==> src/rtl/flap_pkg.sv <==
// Shared constants and state encoding for the flap_sprite bird.
package flap_pkg;

  localparam int unsigned POS_W = 11;
  localparam int unsigned VEL_W = 6;

  typedef enum logic [1:0] {
    FS_READY   = 2'd0,
    FS_FLY     = 2'd1,
    FS_CRASHED = 2'd2
  } flap_state_e;

  localparam logic [1:0] ST_READY   = 2'd0;
  localparam logic [1:0] ST_FLY     = 2'd1;
  localparam logic [1:0] ST_CRASHED = 2'd2;

  localparam int unsigned SPR_X_DEF    = 160;
  localparam int unsigned SPR_W_DEF    = 16;
  localparam int unsigned SPR_H_DEF    = 16;
  localparam int unsigned Y_START_DEF  = 232;
  localparam int unsigned SCREEN_H_DEF = 480;
  localparam int unsigned GRAVITY_DEF  = 1;
  localparam int          FLAP_VEL_DEF = -8;
  localparam int unsigned VMAX_DEF     = 8;

endpackage

==> src/rtl/flap_sync.sv <==
// Two-flop synchronizer for the raw flap button plus a one-cycle rising-edge pulse.
module flap_sync (
  input  logic i_clk,
  input  logic i_rst,
  input  logic i_btn,
  output logic o_rise
);

  logic sync0_q;
  logic sync1_q;
  logic prev_q;

  always_ff @(posedge i_clk) begin
    if (i_rst) begin
      sync0_q <= 1'b0;
      sync1_q <= 1'b0;
      prev_q  <= 1'b0;
      o_rise  <= 1'b0;
    end else begin
      sync0_q <= i_btn;
      sync1_q <= sync0_q;
      prev_q  <= sync1_q;
      o_rise  <= sync1_q & ~prev_q;
    end
  end

endmodule

==> src/rtl/flap_sprite.sv <==
// Flappy-bird style sprite: button-driven vertical physics, once-per-frame update,
// and a registered pixel-inside-sprite flag for the video path.
module flap_sprite
  import flap_pkg::*;
#(
  parameter int unsigned SPR_X    = SPR_X_DEF,
  parameter int unsigned SPR_W    = SPR_W_DEF,
  parameter int unsigned SPR_H    = SPR_H_DEF,
  parameter int unsigned Y_START  = Y_START_DEF,
  parameter int unsigned SCREEN_H = SCREEN_H_DEF,
  parameter int unsigned GRAVITY  = GRAVITY_DEF,
  parameter int          FLAP_VEL = FLAP_VEL_DEF,
  parameter int unsigned VMAX     = VMAX_DEF
) (
  input  logic       i_clk,
  input  logic       i_rst,
  input  logic       i_pix_stb,
  input  logic [9:0] i_x,
  input  logic [8:0] i_y,
  input  logic       i_anim,
  input  logic       i_flap,
  output logic       o_sprite,
  output logic [8:0] o_y_pos,
  output logic [1:0] o_state,
  output logic       o_crash
);

  localparam logic signed [POS_W-1:0] Y_ST   = POS_W'(Y_START);
  localparam logic signed [POS_W-1:0] FLOOR  = POS_W'(SCREEN_H - SPR_H);
  localparam logic signed [VEL_W-1:0] FLAP_V = VEL_W'(FLAP_VEL);
  localparam logic signed [VEL_W:0]   GRAV_E = (VEL_W+1)'(GRAVITY);
  localparam logic signed [VEL_W:0]   VMAX_E = (VEL_W+1)'(VMAX);
  localparam logic [9:0]              X_LO   = 10'(SPR_X);
  localparam logic [9:0]              X_HI   = 10'(SPR_X + SPR_W);

  logic                    rise;
  logic [1:0]              state_q, state_d;
  logic signed [POS_W-1:0] pos_q, pos_d;
  logic signed [VEL_W-1:0] vel_q, vel_d;
  logic                    pend_q, pend_d;
  logic                    crash_d;
  logic signed [VEL_W-1:0] v_use;
  logic signed [POS_W-1:0] y_next;
  logic signed [VEL_W:0]   v_inc;
  logic signed [VEL_W-1:0] v_lim;
  logic [POS_W-1:0]        pos_u;
  logic [POS_W-1:0]        y_hi;
  logic [POS_W-1:0]        y_ext;
  logic                    in_x_c;
  logic                    in_y_c;

  flap_sync u_sync (
    .i_clk  (i_clk),
    .i_rst  (i_rst),
    .i_btn  (i_flap),
    .o_rise (rise)
  );

  // Next-state physics; a flap edge coinciding with the frame pulse counts as pending.
  always_comb begin
    state_d = state_q;
    pos_d   = pos_q;
    vel_d   = vel_q;
    pend_d  = pend_q;
    crash_d = 1'b0;
    v_use   = (pend_q || rise) ? FLAP_V : vel_q;
    y_next  = pos_q + signed'({{(POS_W-VEL_W){v_use[VEL_W-1]}}, v_use});
    v_inc   = signed'({v_use[VEL_W-1], v_use}) + GRAV_E;
    v_lim   = (v_inc > VMAX_E) ? VMAX_E[VEL_W-1:0] : v_inc[VEL_W-1:0];
    case (state_q)
      ST_READY: begin
        pos_d = Y_ST;
        vel_d = '0;
        if (rise) begin
          state_d = ST_FLY;
          vel_d   = FLAP_V;
          pend_d  = 1'b0;
        end
      end
      ST_FLY: begin
        if (i_anim) begin
          pend_d = 1'b0;
          if (y_next[POS_W-1]) begin
            pos_d = '0;
            vel_d = '0;
          end else if (y_next >= FLOOR) begin
            pos_d   = FLOOR;
            vel_d   = '0;
            state_d = ST_CRASHED;
            crash_d = 1'b1;
          end else begin
            pos_d = y_next;
            vel_d = v_lim;
          end
        end else if (rise) begin
          pend_d = 1'b1;
        end
      end
      ST_CRASHED: begin
        if (rise) begin
          state_d = ST_READY;
          pos_d   = Y_ST;
          vel_d   = '0;
          pend_d  = 1'b0;
        end
      end
      default: begin
        state_d = ST_READY;
        pos_d   = Y_ST;
        vel_d   = '0;
        pend_d  = 1'b0;
      end
    endcase
  end

  always_ff @(posedge i_clk) begin
    if (i_rst) begin
      state_q <= ST_READY;
      pos_q   <= Y_ST;
      vel_q   <= '0;
      pend_q  <= 1'b0;
      o_crash <= 1'b0;
    end else begin
      state_q <= state_d;
      pos_q   <= pos_d;
      vel_q   <= vel_d;
      pend_q  <= pend_d;
      o_crash <= crash_d;
    end
  end

  // Pixel hit test; position is never negative so an unsigned view is safe.
  assign pos_u  = pos_q;
  assign y_hi   = pos_u + POS_W'(SPR_H);
  assign y_ext  = {2'b00, i_y};
  assign in_x_c = (i_x >= X_LO) && (i_x < X_HI);
  assign in_y_c = (y_ext >= pos_u) && (y_ext < y_hi);

  always_ff @(posedge i_clk) begin
    if (i_rst) begin
      o_sprite <= 1'b0;
    end else if (i_pix_stb) begin
      o_sprite <= in_x_c && in_y_c;
    end
  end

  assign o_y_pos = pos_q[8:0];
  assign o_state = state_q;

endmodule

==> config.mk <==
export PLATFORM = sky130hd
export DESIGN_NAME = flap_sprite
export DESIGN_NICKNAME = d
export VERILOG_FILES = /design/src/rtl/flap_pkg.sv /design/src/rtl/flap_sync.sv /design/src/rtl/flap_sprite.sv
export SDC_FILE = /design/constraint.sdc
export NUM_CORES = 1
export LEC_CHECK = 0
export CAP_MARGIN = 20
export CORE_AREA = 10 10 81 90
export DETAILED_ROUTE_END_ITERATION = 8
export DIE_AREA = 0 0 91 100
export GPL_TIMING_DRIVEN = 0
export SYNTH_ARGS = -nofsm -noshare
export SYNTH_HDL_FRONTEND = slang
export SYNTH_SLANG_ARGS = --single-unit
==> constraint.sdc <==
create_clock -name i_clk -period 3 [get_ports i_clk]
set_input_delay 0.9 -clock i_clk [delete_from_list [all_inputs] [get_ports i_clk]]
set_output_delay 0.9 -clock i_clk [all_outputs]
set_load 0.03 [all_outputs]
# Yosys cells after proc, flatten, opt, wreduce, memory -nomap -nowiden
# Cells that the tools add are included.
[op_classes]
n_bitwise = 4
n_lt_le_gt_ge = 6
muxes = 24
eq_ne = 9
reduce_logical = 10
addsub = 3
[ops]
columns = ["cell", "n"]
rows = [
  ["2-to-1 mux 6 bit", 7],
  ["2-to-1 mux 11 bit", 2],
  ["case mux 11 bit (2 select lines)", 1],
  ["2-to-1 mux 10 bit", 2],
  ["case mux 6 bit (3 select lines)", 1],
  ["adder 11 x 5 -> 11 bit, second input constant", 1],
  ["adder 11 x 6 -> 11 bit", 1],
  ["greater-or-equal comparator 11 x 10 -> 1 bit, second input constant", 1],
  ["greater-or-equal comparator 9 x 11 -> 1 bit", 1],
  ["less-than comparator 9 x 11 -> 1 bit", 1],
  ["greater-or-equal comparator 10 x 8 -> 1 bit, second input constant", 1],
  ["less-than comparator 10 x 8 -> 1 bit, second input constant", 1],
  ["2-to-1 mux 2 bit", 5],
  ["adder 6 x 2 -> 7 bit, second input constant", 1],
  ["greater-than comparator 7 x 5 -> 1 bit, second input constant", 1],
  ["!= test 2 x 1 -> 1 bit, second input constant", 3],
  ["!= test 2 bit, second input constant", 3],
  ["case mux 2 bit (3 select lines)", 1],
  ["AND reduction 5 bit", 1],
  ["2-to-1 mux 1 bit", 4],
  ["AND reduction 2 bit", 2],
  ["OR reduction 4 bit", 1],
  ["logical AND 1 bit", 3],
  ["!= test 3 x 2 -> 1 bit, second input constant", 1],
  ["8 further kinds", 10],
]
[totals]
regBits = 26
wordCells = 66
inputBits = 24

# Logic depth before layout (Yosys ltp)
[depth]
depth_word = 9
ltp_mapped = 13
mapped_depth_nobuf = 11

# Hierarchy
# Synthesis repeated with hierarchy kept, for this count alone.
[unflattened]
hier_cells = 263
area_unflattened_um2 = 2169.6
[by_module_without_submodules]
columns = ["module", "cells_per_inst", "n_inst", "area_each_um2"]
rows = [
  ["flap_sprite", 255, 1, 2058.2],
  ["flap_sync", 8, 1, 111.4],
]

# Worst setup path after synthesis
# No wires, ideal clock.
[synth_timing]
path_kind = "register to register"
startpoint = "register u_sync.o_rise"
endpoint = "register vel_q[1]"
arrival_time_ps = 2889
period_less_slack_ps = 3007
path_stages_with_launch = 13
slack_ps = -7
t_required_ps = 2883
path_buffers = 2
cell_sequence = "dfxtp_1 > buf_2 > or3_1 > clkbuf_1 > ha_1 > a21o_1 > a31o_1 > a31o_1 > a221o_1 > xor2_1 > a31oi_4 > and2_4 > a32o_1"
[synth_via]
elab_chain_len = 9
word_cells_on_any_way = 13
[synth_lines]
columns = ["element", "line_no", "source"]
rows = [
  ["start, declared", "flap_sync.sv:6", "output logic o_rise"],
  ["start signal, assigned", "flap_sync.sv:23", "o_rise <= sync1_q & ~prev_q;"],
  ["parallel branches: the longest is 9 deep, another holds adder 11 x 6 -> 11 bit", "n/a", ""],
  ["end signal, assigned", "flap_sprite.sv:126", "vel_q <= vel_d;"],
  ["end, declared", "flap_sprite.sv:39", "logic signed [VEL_W-1:0] vel_q, vel_d;"],
]
# Several ways; the timed one is not identified. The select of a mux whose other input is x is not followed.
# A chain may end at the register's enable or synchronous reset.

# Final worst setup path
[layout_timing]
startpoint = "register u_sync.o_rise"
endpoint = "register pos_q[4]"
[layout_via]
elab_chain_len = 8
word_cells_on_any_way = 10
[layout_lines]
columns = ["element", "line_no", "source"]
rows = [
  ["logical OR 1 bit", "flap_sprite.sv:66", "v_use = (pend_q || rise) ? FLAP_V : vel_q;"],
  ["2-to-1 mux 6 bit", "flap_sprite.sv:66", ""],
  ["adder 11 x 6 -> 11 bit", "flap_sprite.sv:67", "y_next = pos_q + signed'({{(POS_W-VEL_W){v_use[VEL_W-1]}}, v_use});"],
  ["greater-or-equal comparator 11 x 10 -> 1 bit", "flap_sprite.sv:86", "end else if (y_next >= FLOOR) begin"],
  ["2-to-1 mux 10 bit", "flap_sprite.sv:86", ""],
  ["2-to-1 mux 10 bit", "flap_sprite.sv:83", "if (y_next[POS_W-1]) begin"],
  ["2-to-1 mux 11 bit", "flap_sprite.sv:81", "if (i_anim) begin"],
  ["case mux 11 bit (2 select lines)", "flap_sprite.sv:70", "case (state_q)"],
  ["end signal, assigned", "flap_sprite.sv:125", "pos_q <= pos_d;"],
  ["end, declared", "flap_sprite.sv:38", "logic signed [POS_W-1:0] pos_q, pos_d;"],
]
# Parallel ways exist; a longest one is shown, timed or not. The select of a mux whose other input is x is not followed.

==> summary.txt <==
Place
  – GP Congestion: 0.835
  – Post-DP HPWL: 4.36 mm
  – Placed Cells: 375
  – PortBufs: 32

Synthesis
  – Mapped Nets: 315
  – Mapped cell area: 2150 sq um
  – Area contributors post-synth: dfxtp_1, ha_1, xnor2_1, nor2_1, nand2_1
  – Syn avg cell area: 8.10 sq um
  – Post-synth EDFFs: 0
  – Share of the synthesized area in the top cell type: 23.2%
  – Synth cell count leaders: dfxtp_1, ha_1, nor2_1
  – Fraction of registers with async set/reset: 0%
  – Synthesized flop and latch total: 25
  – Primary FF master, synth: dfxtp_1
  – Synth cell types: 56
  – Cells after synthesis: 266
  – Synth warnings: 0
  – Sequential area share after synthesis: 23.2%
  – Post-synth top area cell: dfxtp_1

Floorplan
  – Die area: 9100 sq um
  – Die X: 91 um
  – Ports: 37
  – Core Box Area: 5590 sq um
  – Row count: 29
  – Initial Utilization: 38.5%
  – Die Ht: 100 um

Detailed routing
  – Vias: 2049
  – Pre-antenna DRT Iters: 4
  – Total wire length: 5.68 mm
  – Vias per std cell: 5.25
  – Antenna-violating nets left: 0
  – Routed wire per std cell: 14.6 um
  – DRC: 0
  – DRT iter0 DRCs: 71

STA
  – Max Fclk: 0.338 GHz
  – Endpoints failing setup: 0
  – Slew @ Worst Pin: 684 ps
  – Clock Skews: 3.47 ps
  – Slew Limit Headroom: 54.3%
  – Final Hold Vio Count: 0
  – Final min period: 2950 ps
  – Final period util: 98.5%
  – Unrepaired setup endpoints after global routing: true
  – Hold Slack: 378 ps
  – Slew Viols, Final: 0

Clock network
  – TritonCTS clock tree: yes
  – Clk_lat worst skew: 280 ps
  – Clk root buf: clkbuf_8
  – Num CTS Buffers: 3
  – H-Tree Depth: 1
  – Longest Clk Path Bufs: 2
  – # hold bufs at CTS: 0
  – Clk slew on worst S/H paths: 90 ps
  – Clock sink count: 25

Final layout
  – Layout area overhead: 32.9%
  – Util after Layout: 51.2%
  – Register area: 508 sq um
  – Nets: 363
  – Layout fillers: 555
  – Inserted Diodes: 0
  – Layout cell share with drive strength beyond 1: 17.6%
  – Footprint of the multi-input gates: 1600 sq um
  – Non-Filler Instances: 390

Worst setup path
  – Req. time, crit path: 3170 ps
  – Cell at the slowest stage of the critical path: dfxtp_4
  – FF-to-FF Start: u_sync.o_rise
  – Worst Path Max Fanout: 5
  – WP data arrival: 3130 ps
  – CP cell instances: buf_6, or3_4, ha_4, a21o_1, a31o_1, a31o_1, a221o_1, xor2_2, a31oi_4, buf_12, nor2_4, a221o_1
  – CP peak stage delay: 370 ps
  – CP Class: reg2reg
  – CP top delay family: compound AO/OA/AOI/OAI gates
  – Critical path capture point type: flip-flop
  – Startpoint types: flip-flop
  – Buf/Inv on CP: 2
  – Critical path launch point: u_sync.o_rise

GRT
  – Largest net degree at the start of global routing: 14
  – Vias in the first global route: 2053
  – Global-route wire length before repair: 9.49 mm
  – Tot GR Track Use: 12.3%
  – Global route overflow: 0
  – Initial antenna violation count: 0

Hold path
  – Hold_sp: u_sync.prev_q
  – Hold Crit Class: reg2reg

Power
  – Total Power: 0.808 mW
  – Leak: 1.21 nW
  – Peak supply drop: 178 uV
  – Power density cells: 282 nW/um^2

Run
  – Max-Cap Viols: 0

Status
  – Status: complete, no violations
==> cell type report <==
type,count,share of cell area (%)
Multi-Input combinational cell,206,55.7
Tap cell,77,3.37
Sequential cell,25,17.7
Inverter,17,2.23
Buffer,15,3.93
Timing Repair Buffer,46,15.4
Clock buffer,4,1.57
==> registers in the layout, indices dropped and copies added (netlist names) <==
register / cells
u_sync.prev_q: 1
o_crash: 1
o_sprite: 1
pend_q: 1
u_sync.sync1_q: 1
o_state: 2
vel_q: 6
u_sync.o_rise: 1
pos_q: 10
u_sync.sync0_q: 1
==> cells by family (layout without fill, tap and decap cells) <==
group	count (synthesis)	count (layout)	share of synthesized area (%)
AND/OR/NAND/NOR	90	90	22.2
AO/OA/AOI/OAI	74	74	24.5
XOR/XNOR	15	15	6.10
multiplexers	1	1	0.465
flip-flops	25	25	23.2
buffers and inverters	35	82	8.42
adder cells (fa/ha/maj)	26	26	15.0
==> what timing repair did <==
action,CTS,global route
pin swaps,6,12
setup buffers,10,4
cloned,0,0
setup endpoints to repair,18,15
resized for setup,14,14
==> worst paths after layout <==
kind         slack (ps)             to  cells after the start
max                  50       pos_q[4]                     12
max reg2reg          50       pos_q[4]                     12
min reg2reg         380  u_sync.o_rise                      1
min                 380  u_sync.o_rise                      1
==> layout by cell type (no fill, tap or decap), types with 3 or more instances in the layout <==
cell / n
nor3_1: 7
nand2_1: 19
xnor2_1: 10
a22o_1: 3
clkbuf_8: 3
nand4_1: 3
a221o_1: 4
ha_1: 19
a21oi_1: 13
xor2_1: 3
o32ai_2: 3
nor2b_1: 8
ha_4: 4
nand3_1: 7
clkbuf_1: 4
o21a_1: 7
inv_1: 16
buf_4: 21
o211ai_1: 3
nand3b_1: 3
a21o_1: 4
and2_1: 4
clkdlybuf4s50_1: 32
nor2_1: 20
dfxtp_1: 23
buf_6: 4
o21ai_0: 12
==> power breakdown <==
group | total [mW] | switching, mW | leakage, nW | internal [mW]
Sequential | 0.340 | 0.00502 | 0.204 | 0.335
Clock | 0.212 | 0.117 | 0.0228 | 0.0955
Combinational | 0.256 | 0.126 | 0.979 | 0.130
==> worst register-to-register path, delay by kind of cell (launching register included) <==
kind | cells | cell delay (ps)
XOR/XNOR | 1 | 170
AO/OA/AOI/OAI | 6 | 1400
adder cells (fa/ha/maj) | 1 | 240
flip-flops | 1 | 370
AND/OR/NAND/NOR | 2 | 390
buffers and inverters | 2 | 270
==> layer usage <==
| metal | global-route usage, % | wire length (um) | part of all wire (%) | vias up |
|---|---|---|---|---|
| met4 | 4.46 | 101 | 1.8 | 0 |
| li1 | - | - | - | 1050 |
| met1 | 14.0 | 2560 | 45 | 950 |
| met5 | 0 | 0 | 0 | - |
| met3 | 2.09 | 191 | 3.4 | 9 |
| met2 | 22.6 | 2820 | 50 | 40 |
==> metrics by stage <==
step | setup slack, ps | setup TNS, ps | area [sq um]
after floorplan | 13.5 | 0 | 2160
after global placement | -574 | -6400 | 2580
after detailed placement | -543 | -5980 | 2580
after CTS | 7.66 | 0 | 2770
after global routing | -48.0 | -82.2 | 2860
final | 45.7 | 0 | 2860
No activity file was read; power rests on OpenSTA's default activity.
